[config.mk]
export PLATFORM = sky130hd
export DESIGN_NAME = fp_div_sqrt_requester
export DESIGN_NICKNAME = d
export VERILOG_FILES = /design/src/rtl/fp_div_sqrt_requester.sv
export SDC_FILE = /design/constraint.sdc
export NUM_CORES = 1
export LEC_CHECK = 0
export ABC_AREA = 0
export BUFFER_PORTS_ARGS = -buffer_cell sky130_fd_sc_hd__buf_4
export CORE_MARGIN = 1.5
export CORE_UTILIZATION = 45
export CTS_CLUSTER_DIAMETER = 30
export CTS_CLUSTER_SIZE = 12
export DETAILED_ROUTE_END_ITERATION = 16
export GPL_TIMING_DRIVEN = 1
export HOLD_SLACK_MARGIN = 0.02
export PLACE_DENSITY = 0.76
export SETUP_SLACK_MARGIN = 0.2
export SYNTH_ARGS = -nofsm -noshare
export SYNTH_HDL_FRONTEND = slang
export SYNTH_SLANG_ARGS = --single-unit
[constraint.sdc]
create_clock -name clk -period 3.2 [get_ports clk]
set_clock_uncertainty 0.15 [all_clocks]
set_input_delay 0.16 -clock clk [delete_from_list [all_inputs] [get_ports clk]]
set_output_delay 0.16 -clock clk [all_outputs]
set_load 0.02 [all_outputs]
[src/rtl/fp_div_sqrt_requester.sv]
// -----------------------------------------------------------------------------
// fp_div_sqrt_requester
//
// Issue-side requester for a shared FP32 divide / square-root unit. It accepts
// one op from the issue stage, reserves the unit (Acquire), presents the
// operands (Req), waits for the unit to finish, hands the result to writeback
// and then releases the unit. A recovery flush that covers the op's
// active-list pointer abandons it; the unit frees itself in that case, so no
// Release is sent.
//
// Ports
//   clk, rst_n                 clock, synchronous active-low reset
//   issue_*                    op from the issue stage (valid/ready handshake)
//   div_free/finished/result   status and data from the div/sqrt unit
//   div_acquire(_ptr)          reserve the unit for the op's pointer
//   div_req, div_is_divide,
//   div_opa, div_opb           start request and operands to the unit
//   div_release                give the unit back after writeback
//   flush_*                    recovery flush (all, or [head, tail) ring range)
//   wb_*                       result to writeback (valid/ready handshake)
//   timeout_err                sticky flag: unit stayed busy too long
// -----------------------------------------------------------------------------
module fp_div_sqrt_requester #(
    parameter int AL_INDEX_WIDTH = 6,
    parameter int BUSY_TIMEOUT   = 64
) (
    input  logic                      clk,
    input  logic                      rst_n,
    input  logic                      issue_valid,
    output logic                      issue_ready,
    input  logic                      issue_is_divide,
    input  logic [31:0]               issue_opa,
    input  logic [31:0]               issue_opb,
    input  logic [AL_INDEX_WIDTH-1:0] issue_al_ptr,
    input  logic                      div_free,
    input  logic                      div_finished,
    input  logic [31:0]               div_result,
    output logic                      div_acquire,
    output logic [AL_INDEX_WIDTH-1:0] div_acquire_ptr,
    output logic                      div_req,
    output logic                      div_is_divide,
    output logic [31:0]               div_opa,
    output logic [31:0]               div_opb,
    output logic                      div_release,
    input  logic                      flush_valid,
    input  logic                      flush_all,
    input  logic [AL_INDEX_WIDTH-1:0] flush_head,
    input  logic [AL_INDEX_WIDTH-1:0] flush_tail,
    output logic                      wb_valid,
    input  logic                      wb_ready,
    output logic [31:0]               wb_data,
    output logic [AL_INDEX_WIDTH-1:0] wb_al_ptr,
    output logic                      timeout_err
);

    localparam logic [1:0] ST_IDLE     = 2'd0;
    localparam logic [1:0] ST_RESERVED = 2'd1;
    localparam logic [1:0] ST_BUSY     = 2'd2;
    localparam logic [1:0] ST_RESULT   = 2'd3;

    localparam int              CNT_W   = $clog2(BUSY_TIMEOUT + 1);
    localparam logic [CNT_W-1:0] CNT_MAX = CNT_W'(BUSY_TIMEOUT);

    logic [1:0]                r_state;
    logic [1:0]                w_state_next;
    logic                      r_is_divide;
    logic [31:0]               r_opa;
    logic [31:0]               r_opb;
    logic [AL_INDEX_WIDTH-1:0] r_ptr;
    logic [31:0]               r_wb_data;
    logic [CNT_W-1:0]          r_busy_cnt;
    logic [CNT_W-1:0]          w_cnt_inc;
    logic                      r_timeout;
    logic                      w_in_range;
    logic                      w_flush_hit;
    logic                      w_accept;

    // Flush range is a ring segment [head, tail); head == tail is empty
    // unless flush_all is set.
    always_comb begin
        w_in_range = 1'b0;
        if (flush_head < flush_tail) begin
            w_in_range = (r_ptr >= flush_head) && (r_ptr < flush_tail);
        end else if (flush_head > flush_tail) begin
            w_in_range = (r_ptr >= flush_head) || (r_ptr < flush_tail);
        end
    end

    assign w_flush_hit = (r_state != ST_IDLE) && flush_valid && (flush_all || w_in_range);

    assign issue_ready = (r_state == ST_IDLE) && div_free && !flush_valid;
    assign w_accept    = rst_n && issue_valid && issue_ready;

    always_comb begin
        w_state_next = r_state;
        case (r_state)
            ST_IDLE:     if (w_accept)     w_state_next = ST_RESERVED;
            ST_RESERVED:                   w_state_next = ST_BUSY;
            ST_BUSY:     if (div_finished) w_state_next = ST_RESULT;
            ST_RESULT:   if (wb_ready)     w_state_next = ST_IDLE;
            default:                       w_state_next = ST_IDLE;
        endcase
        // A flushed op is dropped wherever it is; the unit frees itself.
        if (w_flush_hit) begin
            w_state_next = ST_IDLE;
        end
    end

    assign w_cnt_inc = (r_busy_cnt == CNT_MAX) ? r_busy_cnt : r_busy_cnt + 1'b1;

    always_ff @(posedge clk) begin
        if (!rst_n) begin
            r_state     <= ST_IDLE;
            r_is_divide <= 1'b0;
            r_opa       <= '0;
            r_opb       <= '0;
            r_ptr       <= '0;
            r_wb_data   <= '0;
            r_busy_cnt  <= '0;
            r_timeout   <= 1'b0;
        end else begin
            r_state <= w_state_next;
            if (w_accept) begin
                r_is_divide <= issue_is_divide;
                r_opa       <= issue_opa;
                r_opb       <= issue_opb;
                r_ptr       <= issue_al_ptr;
            end
            if ((r_state == ST_BUSY) && div_finished && !w_flush_hit) begin
                r_wb_data <= div_result;
            end
            // The counter holds the number of BUSY cycles completed so far,
            // so the flag rises at the end of the BUSY_TIMEOUT-th cycle.
            if (r_state == ST_BUSY) begin
                r_busy_cnt <= (w_state_next == ST_BUSY) ? w_cnt_inc : '0;
                if (w_cnt_inc == CNT_MAX) begin
                    r_timeout <= 1'b1;
                end
            end else begin
                r_busy_cnt <= '0;
            end
        end
    end

    // Outputs are gated by rst_n so they read 0 throughout a reset cycle,
    // including one that interrupts an op mid-flight (no Release is sent).
    assign div_acquire     = w_accept;
    assign div_acquire_ptr = w_accept ? issue_al_ptr : '0;
    assign div_req         = rst_n && (r_state == ST_RESERVED) && !w_flush_hit;
    assign div_is_divide   = rst_n && r_is_divide;
    assign div_opa         = rst_n ? r_opa : '0;
    assign div_opb         = rst_n ? r_opb : '0;
    assign div_release     = rst_n && (r_state == ST_RESULT) && wb_ready && !w_flush_hit;
    assign wb_valid        = rst_n && (r_state == ST_RESULT) && !w_flush_hit;
    assign wb_data         = rst_n ? r_wb_data : '0;
    assign wb_al_ptr       = rst_n ? r_ptr : '0;
    assign timeout_err     = rst_n && r_timeout;

endmodule
### Yosys cells after proc, flatten, opt, wreduce, memory -nomap -nowiden

Cells that the tools add are included.

* equality and inequality tests: 6
* add/subtract/negate cells: 1
* magnitude comparators: 4
* reductions and logical operators: 25
* muxes and demuxes: 13

Operators by type and width (number)
* $mux W32: 3
* $logic_and A1 B1 Y1: 17
* $eq A7 B7 Y1 const B: 2
* $lt A6 B6 Y1: 2
* $mux W6: 2
* $mux W2: 4
* $pmux W2 S4: 1
* $add A7 B1 Y7 const B: 1
* $mux W7: 1
* $eq A2 B2 Y1 const B: 3
* $ge A6 B6 Y1: 1
* $gt A6 B6 Y1: 1
* $reduce_and A3 Y1: 1
* $eq A2 B1 Y1 const B: 1
* $logic_not A1 Y1: 2
* $logic_not A2 Y1: 1
* $logic_or A1 B1 Y1: 2
* $mux W1: 2
* $reduce_and A2 Y1: 1
* $reduce_bool A2 Y1: 1

* bits in registers: 113
* output and inout port bits: 115
* logic and storage cells: 57
* input bits: 123

### Logic depth before layout (Yosys ltp)

* word-level depth: 9
* gate-level depth with buffers: 11
* gate-level depth less buffers: 9

### Worst setup path after synthesis

Ideal clock, no wire load.

* path kind: reg-to-output
* start point: register r_ptr[3]
* end point: output port div_req
* stages on the path, launching flop included: 10
* path buffers: 1
* data required time: 2.890 ns
* arrival: 2.105 ns
* setup slack: 0.785 ns
* cells stage by stage: dfxtp_1 -> ha_1 -> a211o_1 -> a21oi_1 -> o21a_2 -> a211oi_2 -> nor2_1 -> a22oi_1 -> buf_2 -> nor3b_1

* word-level cells in the longest chain between the ends: 8
* elaborated cells between the ends (all ways): 10
* those cells by class: 2 x order compare; 2 x mux; 6 x reduce/logical

RTL lines
* from (decl): RTL line 69 `logic [AL_INDEX_WIDTH-1:0] r_ptr;`
* from (signal assigned): RTL line 127 `r_ptr <= issue_al_ptr;`
* $ge A6 B6 Y1 or $lt A6 B6 Y1 (tied branches): RTL line 83, 85
* $logic_or A1 B1 Y1: RTL line 85 `w_in_range = (r_ptr >= flush_head) || (r_ptr < flush_tail);`
* $mux W1: RTL line 84 `end else if (flush_head > flush_tail) begin`
* $mux W1 (*): RTL line 82 `if (flush_head < flush_tail) begin`
* $logic_or A1 B1 Y1 (*): RTL line 89 `assign w_flush_hit = (r_state != ST_IDLE) && flush_valid && (flush_all || w_in_range);`
* $logic_and A1 B1 Y1 (*): RTL line 89
* $logic_not A1 Y1 (*): RTL line 149 `assign div_req = rst_n && (r_state == ST_RESERVED) && !w_flush_hit;`
* $logic_and A1 B1 Y1 (*): RTL line 149
* to (decl): RTL line 40 `output logic div_req,`

Every way passes the cells marked *; elsewhere a longest branch is shown, timed or not.

### Worst setup path in the final report

Same ends and word-level chain as after synthesis.

==> metrics.md <==
| Metric | Value |
|---|---|
| First-pass GRT wire length | `about 27 mm` |
| Initial antenna violation count | `0` |
| Initial Util | `a little under half` |
| Area of the multi-input gates | `2793 µm²` |
| Flop pwr share | `approximately two fifths` |
| Vias in the first global route | `5,796` |
| Net Sw Frac | `22.71%` |
| Worst Setup Start Kind | `register` |
| Worst-Margin Slew | `0.6840 ns` |
| Net Sw Power | `0.0008406 W` |
| Full die area | `12,950 µm²` |
| Layout cells sized above 1 | `30.61%` |
| Worst-Skew Late Latency | `between 0.4 and 0.5 ns` |
| Hold_ws | `0.04420 ns` |
| Crit path buffers/inverters | `2` |
| Setup TNS | `0 ns` |
| Dpl hpwl | `9.993 mm` |
| Cell chain of the critical path | `ha_1, a211o_1, a21oi_1, o21a_2, a211oi_2, nor2_1, a22oi_1, buf_4, nor3b_1, buf_4` |
| Initial DRC count | `around 350` |
| Final Hold Viols | `0` |
| First-pass DRT Iterations | `4` |
| Top FF cell, synth | `dfxtp_1` |
| Sequential fraction of the synthesis area | `40.96%` |
| Antenna Nets Post-Route | `0` |
| Rel. slew slack | `54.40%` |
| Clock Power Share | `47.0%` |
| Root Driver | `clkbuf_16` |
| Cts repair resizes | `0` |
| Setup bufs post-CTS | `0` |
| P_int | `~0.0029 W` |
| GPL Wtd Cong | `0.8328` |
| VDD IR max | `approximately 0.27 mV` |
| Ant diodes | `0` |
| Reg area | `2262 µm²` |
| Rows | `40` |
| Status | `completed` |
| Clock-pin slew of the registers on the worst-case setup and hold paths | `about 0.05 ns` |
| Layout fillers | `782` |
| Core Area | `between 10,000 and 15,000 µm²` |
| EDFF count, synth | `0` |
| CTS buffer count | `17` |
| Leak pwr | `around 4.3 nW` |
| Mean Syn Cell Area | `about 8.5 µm²` |
| Clock Path Buffers | `2` |
| Cell Area, Synth | `about 5500 µm²` |
| Slew Limit Fails | `0` |
| Die Wd | `113.8 µm` |
| Family with the most delay on the worst path | `compound AO/OA/AOI/OAI gates` |
| # DRC | `0` |
| Count of warnings emitted by yosys | `0` |
| I/O Pins | `238` |
| CP peak stage delay | `0.37 ns` |
| Critical path data arrival time | `2.46 ns` |
| Logic gate share of total power | `a little over an eighth` |
| Synth Instances | `~650` |
| Hold buffers post-CTS | `114` |
| Largest net degree at the start of global routing | `87` |
| Port bufs | `237` |
| CTS tree | `done` |
| Commonest non-fill, non-tap cells in the layout | `243 x buf_4, 171 x nand2_1, 114 x dlygate4sd3_1` |
| Crit end category | `output pin` |
| RSZ-0062 raised after global routing | `no` |
| Final nets | `approximately 1,100` |
| Power density cells | `a little over 400 nW/µm²` |
| Worst Path Required | `2.89 ns` |
| DR vias/cell | `roughly 4.9` |
| CP dominant cell by count | `buf_4` |
| Routed WL | `16.77 mm` |
| Most common cell after layout, fill and taps aside | `buf_4` |
| Syn_nets | `789` |
| Wire per inst | `between 10 and 15 µm` |
| CP max stage cell | `dfxtp_1` |
| CP max FO | `11` |
| Netlist cell types | `44` |
| Die Span Y | `113.8 µm` |
| Hold WC Path Type | `in -> reg` |
| Share of flip-flops with an asynchronous set or reset after synthesis | `0%` |
| Max Clk Rate | `360.7 MHz` |
| Vias | `5,547` |
| H-Tree Depth | `4` |
| Critical path class | `reg -> out` |
| MaxCap Viol Count | `0` |
| Area delta synth->final | `62.05%` |
| Final worst path period share | `between 80% and 90%` |
| Tmin final | `between 2 and 3 ns` |
| Setup-failing EPs final | `0` |
| Gr ovfl total | `0` |
| # clock sinks | `113` |
| Gr usage total | `26.52%` |
| Yosys reg bits | `113` |
[layer usage]
layer	vias to the layer above	routed length [µm]	track usage (%)
li1	2738	-	-
met1	2554	6677	29.30
met2	222	8418	46.75
met3	33	1352	8.448
met4	0	319	11.58
met5	-	0	0
[sequential cells by signal, summed over array words and instances, names as in the netlist]
signal and flops:
r_timeout 1, r_ptr 6, r_busy_cnt 7, r_state 2, r_is_divide 1, r_wb_data 32, r_opb 32, r_opa 32
[cell families after synthesis]
kind of cell / synth area share, %
compound gates: 10.24
xor+xnor: 1.110
flops: 40.96
fa+ha+maj: 4.305
mux: 10.06
buf+inv: 8.541
simple gates: 24.78
[stage by stage]
step,std cells,power (W),utilization (%),setup WS (ns),cell area [µm²]
6_report,1140,0.003702,74.51,0.4278,8950
5_1_grt,1140,0.003841,74.51,0.2739,8950
4_1_cts,1140,0.003722,74.51,0.3889,8950
3_5_place_dp,997,0.001865,60.47,0.6636,7263
3_3_place_gp,997,0.001852,60.47,0.7690,7263
2_1_floorplan,647,0.001684,-,0.7851,5523
[layout make-up]
type | count | area share [%]
tap | 147 | 2.055
sequential | 113 | 25.28
inverter | 48 | 2.013
clock buffer | 23 | 5.452
multi-input combinational | 445 | 31.20
clock inverter | 6 | 0.6431
timing repair buffer | 358 | 33.36
[cells in the mapped netlist, types with 2 or more instances]
| cell type | count | area [µm²] |
|---|---|---|
| a211o_1 | 3 | 26.28 |
| a211oi_2 | 2 | 25.02 |
| a21boi_0 | 52 | 390.4 |
| a21oi_1 | 3 | 15.01 |
| a21oi_2 | 2 | 17.52 |
| and2_1 | 79 | 494.2 |
| and3_1 | 2 | 12.51 |
| buf_12 | 3 | 60.06 |
| buf_2 | 9 | 45.04 |
| clkbuf_1 | 20 | 75.07 |
| clkbuf_8 | 7 | 96.34 |
| dfxtp_1 | 113 | 2262 |
| ha_1 | 19 | 237.7 |
| inv_1 | 48 | 180.2 |
| mux2_2 | 20 | 225.2 |
| mux2i_1 | 33 | 330.3 |
| nand2_1 | 172 | 645.6 |
| nand2b_1 | 2 | 12.51 |
| nand3_1 | 5 | 25.02 |
| nand4_1 | 4 | 25.02 |
| nor2_1 | 12 | 45.04 |
| nor3_1 | 9 | 45.04 |
| o21a_1 | 2 | 15.01 |
| xnor2_1 | 3 | 26.28 |
| xor2_1 | 4 | 35.03 |
[worst min-delay path, cell delays in order]
cell      delay, ns
buf_4          0.08
nor3_1         0.06
o211ai_1       0.16
a21boi_0       0.08
[power groups by stage]
stage	Clock [W]	Combinational, W	Sequential (W)
6_report	0.00174	0.000501	0.00146
5_1_grt	0.00184	0.000541	0.00146
4_1_cts	0.00177	0.000489	0.00146
3_5_place_dp	0	0.000377	0.00149
3_3_place_gp	0	0.000366	0.00149
2_1_floorplan	0	0.000201	0.00148
[path summary, 6_finish.rpt]
path,from,to,slack (ns),depth (start not counted)
setup / recovery,r_ptr[3]$_SDFFE_PN0P_,div_req,0.43,10
hold / removal,flush_all,r_state[0]$_SDFF_PN0_,0.04,4
setup reg to reg,r_ptr[3]$_SDFFE_PN0P_,r_wb_data[4]$_SDFFE_PN0P_,0.63,9
hold reg to reg,r_opb[7]$_SDFFE_PN0P_,r_opb[7]$_SDFFE_PN0P_,0.31,2
No activity file was read; power rests on OpenSTA's default activity.
